$ cat config.mk
export PLATFORM = sky130hd
export DESIGN_NAME = multiport_ram_arb
export DESIGN_NICKNAME = d
export VERILOG_FILES = /design/src/rtl/multiport_ram_arb.sv
export SDC_FILE = /design/constraint.sdc
export NUM_CORES = 2
export LEC_CHECK = 0
export CAP_MARGIN = 20
export CORE_MARGIN = 1
export CORE_UTILIZATION = 31
export CTS_CLUSTER_SIZE = 25
export DETAILED_ROUTE_END_ITERATION = 8
export SLEW_MARGIN = 15
export SYNTH_ARGS = -nofsm -noshare
export SYNTH_HDL_FRONTEND = slang
export SYNTH_SLANG_ARGS = --single-unit
$ cat constraint.sdc
create_clock -name clk -period 5.9 [get_ports clk]
set_input_delay 0.885 -clock clk [delete_from_list [all_inputs] [get_ports clk]]
set_output_delay 0.885 -clock clk [all_outputs]
set_load 0.005 [all_outputs]
$ cat src/rtl/multiport_ram_arb.sv
// multiport_ram_arb: PORTS-port synchronous word RAM with write-collision arbitration and post-reset self-clear.
// Ports: clk, reset (sync, active-high); per port p, slice p of en/we/addr/wdata selects an access;
// rdata/rvalid return the registered read one cycle later; wr_lost pulses for a write that lost arbitration;
// ready is high once the whole array has been zeroed after reset.
module multiport_ram_arb #(
  parameter int N = 32,
  parameter int no_addr_lines = 5,
  parameter int wordsize = 16,
  parameter int PORTS = 3,
  parameter int RD_MODE = 0,
  parameter int ARB_MODE = 0
) (
  input  logic                               clk,
  input  logic                               reset,
  input  logic [PORTS-1:0]                   en,
  input  logic [PORTS-1:0]                   we,
  input  logic [PORTS*no_addr_lines-1:0]     addr,
  input  logic [PORTS*wordsize-1:0]          wdata,
  output logic [PORTS*wordsize-1:0]          rdata,
  output logic [PORTS-1:0]                   rvalid,
  output logic [PORTS-1:0]                   wr_lost,
  output logic                               ready
);
  localparam int AW = no_addr_lines;
  localparam int W = wordsize;
  localparam int PW = $clog2(PORTS);
  localparam logic [AW-1:0] LAST = AW'(N - 1);
  typedef enum logic {CLEAR, RUN} state_t;
  state_t state, state_n;
  logic [W-1:0] mem [N];
  logic [AW-1:0] clr_ptr;
  logic [PW-1:0] rr_ptr, rr_n;
  logic [AW-1:0] a [PORTS];
  logic [W-1:0] d [PORTS];
  logic [W-1:0] rd [PORTS];
  logic [PORTS-1:0] wv, win, coll, lost, rd_en;
  // Arbitration rank: smaller wins; round-robin measures distance from rr_ptr.
  function automatic int pri(int q, logic [PW-1:0] rr);
    return (ARB_MODE != 0) ? (q + PORTS - int'(rr)) % PORTS : q;
  endfunction
  always_comb begin
    state_n = (state == CLEAR && clr_ptr == LAST) ? RUN : state;
  end
  assign ready = state == RUN;
  always_comb begin
    wv = '0;
    rd_en = '0;
    win = '0;
    coll = '0;
    rr_n = rr_ptr;
    for (int p = 0; p < PORTS; p++) begin
      a[p] = addr[p*AW +: AW];
      d[p] = wdata[p*W +: W];
      wv[p] = ready && en[p] && we[p] && (32'(a[p]) < N);
      rd_en[p] = ready && en[p] && !we[p];
    end
    for (int p = 0; p < PORTS; p++) begin
      win[p] = wv[p];
      for (int q = 0; q < PORTS; q++)
        if (q != p && wv[p] && wv[q] && a[q] == a[p]) begin
          coll[p] = 1'b1;
          if (pri(q, rr_ptr) < pri(p, rr_ptr)) win[p] = 1'b0;
        end
    end
    lost = wv & ~win;
    // Highest-indexed collision winner sets the next round-robin start.
    for (int p = 0; p < PORTS; p++)
      if (win[p] && coll[p]) rr_n = PW'((p + 1) % PORTS);
    for (int p = 0; p < PORTS; p++) begin
      rd[p] = (32'(a[p]) < N) ? mem[a[p]] : '0;
      if (RD_MODE != 0)
        for (int q = 0; q < PORTS; q++)
          if (win[q] && a[q] == a[p]) rd[p] = d[q];
    end
  end
  always_ff @(posedge clk) begin
    if (reset) begin
      state <= CLEAR;
      clr_ptr <= '0;
      rr_ptr <= '0;
      rdata <= '0;
      rvalid <= '0;
      wr_lost <= '0;
    end else begin
      state <= state_n;
      rr_ptr <= rr_n;
      rvalid <= rd_en;
      wr_lost <= lost;
      if (!ready) clr_ptr <= clr_ptr + 1'b1;
      for (int p = 0; p < PORTS; p++)
        if (rd_en[p]) rdata[p*W +: W] <= rd[p];
    end
  end
  always_ff @(posedge clk) begin
    if (!reset) begin
      if (!ready) mem[clr_ptr] <= '0;
      for (int p = 0; p < PORTS; p++)
        if (win[p]) mem[a[p]] <= d[p];
    end
  end
endmodule

==> reports/results.tsv <==
metric	value	unit
cts_root_buffer	clkbuf_16	
total_power	10.1	mW
wl_per_cell	38.0	µm
initial_utilization	0.314	
antenna_left	0	
ys_warn_count	0	
yosysUniqueCellTypes	62	
dieArea	137000	µm²
critPathKind	in2reg	
end_kind	register	
area_growth	11.7	%
synth_most_common_cell	nor2_1	
power.leakage	17.4	nW
ys_top_cells_by_count	nor2_1, a21oi_1, mux2i_1, edfxtp_1, mux4_2	
drive_gt1_frac	0.210	
synth_top_area_cell	edfxtp_1	
post_synth_main_area_contributors	edfxtp_1, mux4_2, mux2i_1	
rr_worst_depth	6	
cts_buffer_depth	3	
vias_per_cell	6.51	
fin_area	47000	µm²
fin_ws	1.53	ns
grt.overflow.total	0	
cts_buffers	70	
critPathMaxFanout	17	
post_dp_cell_area	44500	µm²
hpwlAfterDp	143000	µm
drt_pre_antenna_iters	6	
cts_setup_buffers	0	
ir_drop	188	µV
synth_flop_cell	edfxtp_1	
io_buffers	124	
cts_resized	0	
synth_seq_area_share	0.394	
cts_sinks	571	
r2r_start	ready	
ys_ff_latch	571	
io-pin-count	126	
drc_errors	0	
antenna_found_initial	31	
rsz0062_at_grt	no	
cts_tree	yes	
finalCritPeriodShare	0.740	
wl	209000	µm
hold_buffers	0	
core.rowCount	134	
min_period	4.37	ns
worst_pin_slew	1.28	ns
clock-skew-final	0.0235	ns
synthesis.area	42100	µm²
fmax	229	MHz
fillerInstances	13100	
chipWidth	370	µm
grt_use_total	0.297	
ff2ff_setup_slack	1.71	ns
worst_ep_required_time	6.21	ns
core_area	134000	µm²
synth_top_area_frac	0.365	
clk_latency	0.66	ns
postSynthNetCount	3821	
min_path_type	reg2reg	
layout.nets	3738	
gp_congestion	1.10	
htreeDepth	3	
grt_pass1_wl	281000	µm
status	finished clean	
syn_area_per_cell	11.2	µm²
cellPowerDensity	215	nW/µm²
hold_violations	0	
die_h	370	µm
r2r-end	mem[21][5]	
critPathCapture	mem[21][5]	
drtIter0Drc	6611	
finalSetupTns	0	ns
syn_inst	3748	
startpoint	addr[12]	
grt_pass1_vias	32700	
grt_max_degree	104	
cap_violations	0	
finalSetupViolCount	0	
pre_cts_slack	1.00	ns
slew_headroom	0.138	
vias	35700	
start_kind	primary input	
report.final.slew_viol_count	0	
arrival	4.68	ns
synth-edff-count	512	
final_core_util	0.351	
clk_pin_slew_worst_paths	0.06	ns
async_reset_ff_frac	0	
==> flip-flops by register name, summed over array words and instances, names as in the netlist <==
name,cells
mem,512
rdata,48
clr_ptr,5
rvalid,3
wr_lost,2
ready,1
==> routing by layer <==
layer | routed length [µm] | global-route usage
met3 | 32100 | 0.108
met4 | 15400 | 0.181
met2 | 87400 | 0.431
met5 | 258 | 0
met1 | 73500 | 0.374
==> area by class of cell <==
| type | count | area, µm² | area share |
|---|---|---|---|
| multi-input cells | 2691 | 23100 | 0.492 |
| flip-flops and latches | 571 | 16600 | 0.352 |
| repair buffers | 328 | 2740 | 0.0583 |
| well taps | 1768 | 2210 | 0.0471 |
| clock buffers | 85 | 1920 | 0.0409 |
| clock inverters | 40 | 439 | 0.00935 |
| diodes | 6 | 15.0 | 0.000319 |
| inverters | 3 | 11.3 | 0.000240 |
==> cells by family after synthesis <==
group                    synth area share
AO/OA/AOI/OAI                       0.116
XOR/XNOR                          0.00375
adder cells (fa/ha/maj)          0.000595
buffers and inverters              0.0580
flip-flops                          0.394
multiplexers                        0.340
other                           0.0000891
AND/OR/NAND/NOR                    0.0879
==> critical path: stages <==
cell	delay [ns]
clkdlybuf4s50_1	0.91
xor2_1	0.19
nor4_1	0.08
a31oi_2	0.79
buf_4	0.32
nand4_1	0.79
o211ai_1	0.34
buf_4	0.34
==> cells in the final DEF (no fill, tap or decap), types with 12 or more instances in the layout <==
master,Yosys,final
nor3_1,28,27
buf_2,189,36
and3_1,28,27
o311ai_0,17,13
mux4_2,374,374
nor2_1,559,558
edfxtp_1,512,512
clkinv_1,0,12
mux2i_1,547,547
a22o_1,45,45
buf_4,41,194
o22ai_1,53,53
nand2b_1,12,12
dfxtp_1,59,59
o21ai_0,114,114
clkbuf_16,0,75
a22oi_1,13,13
clkdlybuf4s50_1,0,82
mux2_2,26,26
nand4_1,30,30
nor2b_1,13,13
o211ai_1,30,30
nand2_1,83,83
nand3_1,48,48
a21oi_1,557,557
==> stage by stage <==
step	hold WS, ns	cells
6_report	0.479	5492
3_5_place_dp	0.466	5356
4_1_cts	0.478	5481
3_3_place_gp	0.467	5353
5_1_grt	0.500	5488
2_1_floorplan	0.466	3748
==> how the worst min path moves through the flow <==
stage / endpoint / from / depth (start not counted)
2_1_floorplan: rdata[46] / rdata[46] / 1
3_3_place_gp: rdata[46] / rdata[46] / 1
3_5_place_dp: rdata[9] / rdata[9] / 1
4_1_cts: rdata[9] / rdata[9] / 1
5_1_grt: rdata[46] / rdata[46] / 1
6_report: rdata[46] / rdata[46] / 1
==> power by group <==
| part | total, mW | internal, mW | switching, mW |
|---|---|---|---|
| sequential | 4.39 | 4.37 | 0.0205 |
| clock | 4.62 | 2.72 | 1.90 |
| combinational | 1.11 | 0.323 | 0.785 |
Note: power is estimated with default switching activity, not from simulation.
